==> config.mk <==
export PLATFORM = sky130hd
export DESIGN_NAME = arb_mux_nx1
export DESIGN_NICKNAME = d
export VERILOG_FILES = /design/src/rtl/arb_mux_pkg.sv /design/src/rtl/arb_mux_nx1_arb.sv /design/src/rtl/arb_mux_nx1.sv
export SDC_FILE = /design/constraint.sdc
export NUM_CORES = 1
export LEC_CHECK = 0
export ABC_CLOCK_PERIOD_IN_PS = 2900
export CAP_MARGIN = 10
export CORE_AREA = 2 2 159 83
export DETAILED_ROUTE_END_ITERATION = 10
export DIE_AREA = 0 0 161 85
export GPL_TIMING_DRIVEN = 0
export PLACE_DENSITY_LB_ADDON = 0.3
export SYNTH_ARGS = -nofsm -noshare
export SYNTH_HDL_FRONTEND = slang
export SYNTH_SLANG_ARGS = --single-unit
==> constraint.sdc <==
create_clock -name clk -period 2.9 [get_ports clk]
set_input_delay 0.29 -clock clk [delete_from_list [all_inputs] [get_ports clk]]
set_output_delay 0.29 -clock clk [all_outputs]
set_load 0.005 [all_outputs]
==> src/rtl/arb_mux_pkg.sv <==
// Shared constants and helpers for the arbitrating N:1 mux.
// Mode encodings and round-robin pointer arithmetic.
package arb_mux_pkg;

  localparam logic ARB_FIXED = 1'b0;
  localparam logic ARB_RR    = 1'b1;

  // Next pointer after a grant; wraps at n, not at a power of two.
  function automatic int idx_wrap_inc(
    input int idx,
    input int n
  );
    return (idx == n - 1) ? 0 : idx + 1;
  endfunction

endpackage

==> src/rtl/arb_mux_nx1_arb.sv <==
// Combinational round-robin / fixed-priority arbiter.
// Double-width masked search: low half holds requests at or above ptr.
module rr_arbiter #(
  parameter  int N_IN = 8,
  localparam int SELW = $clog2(N_IN)
) (
  input  logic [N_IN-1:0] req,
  input  logic [SELW-1:0] ptr,
  input  logic            rr_en,
  output logic [N_IN-1:0] grant,
  output logic [SELW-1:0] grant_idx,
  output logic            any_grant
);
  import arb_mux_pkg::*;

  logic [N_IN-1:0]   mask;
  logic [2*N_IN-1:0] dbl;

  always_comb begin
    mask = '0;
    for (int i = 0; i < N_IN; i++) begin
      mask[i] = (rr_en == ARB_FIXED) || (i >= int'(ptr));
    end
    dbl = {req, req & mask};
  end

  // Scan high to low so the lowest set bit wins.
  always_comb begin
    grant_idx = '0;
    any_grant = 1'b0;
    for (int i = 2 * N_IN - 1; i >= 0; i--) begin
      if (dbl[i]) begin
        any_grant = 1'b1;
        grant_idx = (i >= N_IN) ? SELW'(i - N_IN)
                                : SELW'(i);
      end
    end
  end

  always_comb begin
    grant = '0;
    for (int i = 0; i < N_IN; i++) begin
      grant[i] = any_grant && (grant_idx == SELW'(i));
    end
  end

endmodule

==> src/rtl/arb_mux_nx1.sv <==
// N-input arbitrating mux with valid/ready and a registered output.
// Each accepted word is tagged with the index of its source channel.
module arb_mux_nx1 #(
  parameter  int N_IN  = 8,
  parameter  int WIDTH = 32,
  localparam int SELW  = $clog2(N_IN)
) (
  input  logic                  clk,
  input  logic                  rst_n,
  input  logic                  rr_en,
  input  logic [N_IN-1:0]       in_valid,
  input  logic [N_IN*WIDTH-1:0] in_data,
  output logic [N_IN-1:0]       in_ready,
  output logic                  out_valid,
  output logic [WIDTH-1:0]      out_data,
  output logic [SELW-1:0]       out_sel,
  input  logic                  out_ready
);
  import arb_mux_pkg::*;

  logic [SELW-1:0]  ptr;
  logic [SELW-1:0]  grant_idx;
  logic [N_IN-1:0]  grant;
  logic             any_grant;
  logic             load;
  logic             xfer;
  logic [WIDTH-1:0] sel_data;

  rr_arbiter #(.N_IN(N_IN)) u_arb (
    .req       (in_valid),
    .ptr       (ptr),
    .rr_en     (rr_en),
    .grant     (grant),
    .grant_idx (grant_idx),
    .any_grant (any_grant)
  );

  assign load     = !out_valid || out_ready;
  assign xfer     = load && any_grant;
  assign in_ready = grant & {N_IN{load}};

  // One-hot AND-OR select; grant is zero or one-hot.
  always_comb begin
    sel_data = '0;
    for (int i = 0; i < N_IN; i++) begin
      sel_data = sel_data
               | (in_data[i*WIDTH +: WIDTH]
                  & {WIDTH{grant[i]}});
    end
  end

  always_ff @(posedge clk or negedge rst_n) begin
    if (!rst_n) begin
      out_valid <= 1'b0;
      out_data  <= '0;
      out_sel   <= '0;
      ptr       <= '0;
    end else begin
      if (load) out_valid <= any_grant;
      if (xfer) begin
        out_data <= sel_data;
        out_sel  <= grant_idx;
        if (rr_en == ARB_RR) begin
          ptr <= SELW'(idx_wrap_inc(int'(grant_idx), N_IN));
        end
      end
    end
  end

endmodule
Yosys cells after proc, flatten, opt, wreduce, memory -nomap -nowiden
Cells that the tools add are included.
Widths: inputs -> output; s select.
- flip-flop bits (word level): 39
- input port bits: 268
- output and inout bits: 44
- word-level logic and storage cells: 91
- add/sub/neg operators: 1
- order comparisons: 7
- equal/unequal tests: 8
- muxes and demuxes: 33
- bitwise operators: 18
- reductions and logical operators: 20
- operators by type and width (kind ; count):
    $and 32x32->32 ; 8
    $or 32x32->32 ; 7
    $mux 3 ; 17
    $and 8x8->8 ; 2
    $mux 1 ; 16
    $eq 3x3->1 const B ; 4
    $ge 3x3->1 const A ; 3
    $logic_and 1x1->1 ; 9
    $logic_or 1x1->1 ; 8
    $eq 3x1->1 const B ; 2
    $eq 3x2->1 const B ; 2
    $ge 1x3->1 const A ; 2
    $ge 2x3->1 const A ; 2
    $add 3x1->3 const B ; 1
    $logic_not 3->1 ; 1
    $reduce_and 2->1 ; 1
    $logic_not 1->1 ; 1
    $not 1->1 ; 1

Longest topological paths before layout
- word-level depth: 26
- depth in mapped cells: 14
- depth with buffers taken out: 11

Cells and area by module
Synthesis repeated with hierarchy kept, for this count alone.
- cells, all modules: 349
- area total of the unflattened synthesis: 3480.8 um^2
- by module, submodules not included (module ; times used ; cells each ; area an instance (um^2)):
    arb_mux_nx1 ; 1 ; 289 ; 3030.4
    rr_arbiter ; 1 ; 60 ; 450.4

Worst setup path before layout
OpenSTA, ideal clock, no wires.
- path kind: reg-to-reg
- start: register ptr[0]
- end: register out_data[17]
- library setup time: 82 ps
- data arrival time: 2678 ps
- data required time: 2818 ps
- setup slack: 140 ps
- stages on the path, launching flop included: 15
- buffers on the path: 3
- cells stage by stage: dfrtp_1 > buf_2 > inv_1 > maj3_1 > nor2_1 > o22a_1 > o21ai_0 > nand2_1 > ha_1 > buf_2 > clkbuf_1 > a222oi_1 > or2_2 > mux2_4 > a31oi_1
- word-level cells in the longest chain between the ends: 20
- elaborated cells on any way between the ends: 61
- those cells by class: 7 x order compare; 7 x eq/ne; 14 x mux; 16 x bitwise; 17 x reduce/logical
- ends and longest elaborated chain (element ; line ; source):
    start, declared ; arb_mux_nx1.sv:21 ; logic [SELW-1:0] ptr;
    start signal, assigned ; arb_mux_nx1.sv:64 ; ptr <= SELW'(idx_wrap_inc(int'(grant_idx), N_IN));
    $ge 3x3->1 ; arb_mux_nx1_arb.sv:22 ; mask[i] = (rr_en == ARB_FIXED) || (i >= int'(ptr));
    $logic_or 1x1->1 ; arb_mux_nx1_arb.sv:22 ;
    $and 8x8->8 (*) ; arb_mux_nx1_arb.sv:24 ; dbl = {req, req & mask};
    $mux 3 (6 in a row) ; arb_mux_nx1_arb.sv:32 ; if (dbl[i]) begin
    $mux 3 (*) ; arb_mux_nx1_arb.sv:32 ;
    via grant_idx[0] ; arb_mux_nx1.sv:22 ; logic [SELW-1:0] grant_idx;
    $eq 3x1->1 or $logic_not 3->1 (tied branches) ; arb_mux_nx1_arb.sv:43 ; grant[i] = any_grant && (grant_idx == SELW'(i));
    $logic_and 1x1->1 ; arb_mux_nx1_arb.sv:43 ;
    $and 32x32->32 ; arb_mux_nx1.sv:48 ; & {WIDTH{grant[i]}});
    $or 32x32->32 (6 in a row) ; arb_mux_nx1.sv:47 ; | (in_data[i*WIDTH +: WIDTH]
    $or 32x32->32 (*) ; arb_mux_nx1.sv:47 ;
    end signal, assigned ; arb_mux_nx1.sv:61 ; out_data <= sel_data;
    end, declared ; arb_mux_nx1.sv:15 ; output logic [WIDTH-1:0] out_data,
Mark *: on every way through the listed nets, which the timed path passes. The rest lies on a longest branch.
A chain may end at the register's enable or synchronous reset.

Worst setup path in the final report
- start: register ptr[1]
- end: register out_data[22]
- word-level cells in the longest chain between the ends: 20
- elaborated cells on any way between the ends: 61
- those cells by class: 7 x order compare; 7 x eq/ne; 14 x mux; 16 x bitwise; 17 x reduce/logical
- ends and longest elaborated chain (element ; line):
    $ge 3x3->1 ; arb_mux_nx1_arb.sv:22
    $logic_or 1x1->1 ; arb_mux_nx1_arb.sv:22
    $and 8x8->8 (*) ; arb_mux_nx1_arb.sv:24
    $mux 3 (7 in a row) ; arb_mux_nx1_arb.sv:32
    $eq 3x1->1 or $logic_not 3->1 (tied branches) ; arb_mux_nx1_arb.sv:43
    $logic_and 1x1->1 ; arb_mux_nx1_arb.sv:43
    $and 32x32->32 ; arb_mux_nx1.sv:48
    $or 32x32->32 (7 in a row) ; arb_mux_nx1.sv:47
Mark *: on every way between the ends. The rest lies on a longest branch, timed or not.

==> impl_table.tex <==
\begin{tabular}{lr}
\hline
Metric & Value \\
\hline
\multicolumn{2}{l}{\textbf{Global route}} \\
Wire length of the first global-routing pass & around 28000 um \\
Initial antenna violation count & 0 \\
Total global routing track utilization & between 20\% and 30\% \\
Sum of overflow across all layers after global routing & 0 \\
Pin count of the biggest net entering global routing & 28 \\
Vias in the first global route & a little over 5000 \\
\multicolumn{2}{l}{\textbf{Layout}} \\
Share of layout cells above drive strength 1 & just over 20\% \\
Area of all placed cells without fillers & roughly 7500 um\^{}2 \\
Area growth from synthesis to layout & 113.7\% \\
Fraction of the core area covered by cells at the end of the flow & slightly above 60\% \\
Final net count & between 900 and 1000 \\
Antenna Cells & 0 \\
\multicolumn{2}{l}{\textbf{CTS}} \\
TritonCTS buffer count & 5 \\
TritonCTS clock tree & built \\
CTS H-tree depth & 2 \\
Reg clk slew, reported paths & about 0.060 ns \\
Clk Tree Root Cell & sky130\_fd\_sc\_hd\_\_clkbuf\_16 \\
Clock Latency Late Sink & $\sim$0.29 ns \\
Clock Tree Buf Depth & 2 \\
CTS sink count & 39 \\
\multicolumn{2}{l}{\textbf{Routing}} \\
Vias/cell & 5.505 \\
Starting DRC count in detailed routing & between 400 and 500 \\
Number of DRC violations after detailed routing & 0 \\
Detailed Routing Iterations Pass 1 & 7 \\
Detail-routed net length per standard cell & $\sim$21 um \\
Total vias in the final route & about 4900 \\
DRT antenna net count & 0 \\
Routed WL & around 19000 um \\
\multicolumn{2}{l}{\textbf{Synthesis}} \\
Synth Register Bits & 39 \\
Number of warnings reported in the yosys synthesis log & 0 \\
Largest cells by area after synthesis & sky130\_fd\_sc\_hd\_\_dfrtp\_1 28\%, sky130\_fd\_sc\_hd\_\_a222oi\_1 18\%, sky130\_fd\_sc\_hd\_\_a22oi\_1 6.9\% \\
Synthesized netlist net count & between 600 and 700 \\
Most instantiated library cell after synthesis & sky130\_fd\_sc\_hd\_\_a222oi\_1 \\
Number of enable flip-flop cells after synthesis & 0 \\
Area share of the largest cell type after synthesis & approximately 28\% \\
Cell area after synthesis & $\sim$3500 um\^{}2 \\
Syn Area/Cell & about 9 um\^{}2 \\
Post-synthesis cell count & around 390 \\
Post-synthesis cell type with the largest combined area & sky130\_fd\_sc\_hd\_\_dfrtp\_1 \\
Number of different library cells in the post-synthesis netlist & 39 \\
Sequential cell area fraction in the yosys report & 27.95\% \\
Synth cell count leaders & 64 x sky130\_fd\_sc\_hd\_\_a222oi\_1, 39 x sky130\_fd\_sc\_hd\_\_dfrtp\_1, 39 x sky130\_fd\_sc\_hd\_\_nor2\_1, 36 x sky130\_fd\_sc\_hd\_\_clkbuf\_1, 34 x sky130\_fd\_sc\_hd\_\_a31oi\_1 \\
Ys flop type & sky130\_fd\_sc\_hd\_\_dfrtp\_1 \\
Share of synthesized flip-flops with an asynchronous set or reset & between 90\% and 100\% \\
\multicolumn{2}{l}{\textbf{STA}} \\
Number of setup violations in the final report & 0 \\
Worst slew pin tran & $\sim$0.62 ns \\
Worst clock skew on the final layout & approximately 0.0086 ns \\
Final count of pins violating max slew & 0 \\
Worst rel slew slack & between 50\% and 60\% \\
Final critical path time including I/O delays and setup & 2.822 ns \\
Maximum clock frequency & about 350 MHz \\
Count of endpoints failing hold in the final timing report & 0 \\
Tcrit/Tclk final & between 90 and 100\% \\
\multicolumn{2}{l}{\textbf{Worst setup path}} \\
Critical path type & flip-flop to flip-flop \\
Maximum fanout along the worst path & 19 \\
Critical Path AT & between 2 and 3 ns \\
Setup crit start kind & flip-flop \\
Required arrival time at the worst endpoint & approximately 3.0 ns \\
Sort of element at the end of the critical path & flip-flop \\
\multicolumn{2}{l}{\textbf{Power and ir drop}} \\
Worst vdd ir & 307.6 uV \\
Part of the power in the clock network & between 10\% and 20\% \\
Combinational fraction of design power & between 60 and 70\% \\
Net switching component of the power & between 1500 and 2000 uW \\
Share of total power consumed by net switching & roughly a third \\
Power density over the cells & around 620 nW/um\^{}2 \\
Leakage component of the power & 0.002870 uW \\
Internal power contribution & 3009 uW \\
Final total power & around 4600 uW \\
Share of total power in sequential cells & between 10\% and 20\% \\
\multicolumn{2}{l}{\textbf{Placed design}} \\
Final Wtd Congestion & around 0.9 \\
Count of buffers from port buffering & 310 \\
Area post-placement & just under 7000 um\^{}2 \\
HPWL after DPL & about 15000 um \\
\multicolumn{2}{l}{\textbf{Floorplan}} \\
Area inside the core boundary & 12340 um\^{}2 \\
I/O pins & approximately 310 \\
Count of standard-cell rows & 29 \\
Die Width & about 160 um \\
Effective utilization at floorplan & 28.31\% \\
Die boundary height & about 85 um \\
Full die area & about 14000 um\^{}2 \\
\multicolumn{2}{l}{\textbf{Job}} \\
Reported max-cap violation count & 0 \\
\multicolumn{2}{l}{\textbf{Worst hold path}} \\
Worst Hold Class & input port to async pin \\
\multicolumn{2}{l}{\textbf{Run status}} \\
Status & complete, no violations \\
\hline
\end{tabular}
-- state kept, by name, indices dropped and copies added (netlist names) --
name,count
out_valid,1
ptr,3
out_sel,3
out_data,32
-- kinds of logic (layout without fill, tap and decap cells) --
| logic type | count (synthesis) | after routing | synth area share (%) |
|---|---|---|---|
| compound gates | 153 | 153 | 35.47 |
| fa+ha+maj | 7 | 7 | 2.436 |
| buf+inv | 56 | 382 | 6.915 |
| flops | 39 | 39 | 27.95 |
| mux | 35 | 35 | 12.76 |
| simple gates | 99 | 99 | 14.48 |
-- power groups by stage --
stage                     Clock (uW)  Combinational, uW  Sequential, uW
final                            674               3080             878
after global routing             708               3300             903
after CTS                        685               2950             876
after detailed placement           0               2660             879
after global placement             0               2610             870
after floorplan                    0               1390             880
-- routing by layer --
metal	routed length [um]	vias to the layer above	GRT usage [%]	part of all wire [%]
li1	-	2245	-	-
met1	8065	2383	33.22	43
met2	8979	218	45.22	48
met3	1407	26	7.038	7.5
met4	325	0	5.601	1.7
met5	0	-	0	0
-- cell usage in the layout (no fill, tap or decap), drive strengths merged, types with 5 or more instances in the layout --
cell type,count
a21oi,5
a222oi,64
a22oi,32
a31oi,34
and3,8
buf,30
clkbuf,34
clkdlybuf4s50,294
dfrtp,39
dlygate4sd2,10
ha,6
inv,9
mux2,34
nand2,10
nor2,39
o21ai,9
or2,32
-- through the flow --
stage	instances	hold WS (ns)	TNS (ns)	worst slack [ns]
6_report	885	0.4460	0	0.07750
3_3_place_gp	869	0.5048	-29.93	-1.035
2_1_floorplan	389	-0.005591	0	0.1400
4_1_cts	883	0.4568	-0.02122	-0.02122
5_1_grt	885	0.4598	-0.2575	-0.04257
3_5_place_dp	870	0.2221	-31.55	-1.079
-- area by class of cell --
class                   instances  area, um^2
multi-input cells             294        2431
flip-flops and latches         39       977.2
repair buffers                323        3202
clock inverters                 2       35.03
well taps                     170       212.7
fillers                      1080        4873
clock buffers                   6       138.9
inverters                       9       33.78
plain buffers                  42       432.9
-- path summary, 6_finish.rpt --
check,startpoint,end,slack (ns),depth (start not counted)
setup / recovery,ptr[1],out_data[22],0.08,13
hold / removal,rst_n,out_data[26],0.45,2
setup reg to reg,ptr[1],out_data[22],0.08,13
hold reg to reg,out_sel[2],out_sel[2],0.51,1
max in group asynchronous,rst_n,ptr[2],1.96,3
min in group clk,out_sel[2],out_sel[2],0.51,1
-- critical path: stages (launching register included) --
cell                       delay [ns]
sky130_fd_sc_hd__dfrtp_1         0.34
sky130_fd_sc_hd__buf_6           0.13
sky130_fd_sc_hd__inv_1           0.06
sky130_fd_sc_hd__maj3_1          0.33
sky130_fd_sc_hd__nor2_1          0.11
sky130_fd_sc_hd__o22a_1          0.19
sky130_fd_sc_hd__o21a_1          0.19
sky130_fd_sc_hd__nor2_4          0.07
sky130_fd_sc_hd__ha_4            0.18
sky130_fd_sc_hd__buf_6           0.17
sky130_fd_sc_hd__a222oi_1        0.49
sky130_fd_sc_hd__or2_4           0.20
sky130_fd_sc_hd__mux2_4          0.13
sky130_fd_sc_hd__a31oi_1         0.08
-- repair_timing --
action / 4_1_cts / 5_1_grt
resized for setup: 95 / 54
hold endpoints to repair: 12 / 0
hold buffers: 1 / 0
setup endpoints to repair: 40 / 37
setup buffers: 7 / 4
pin swaps: 9 / 19
(Power assumes the default switching activity.)
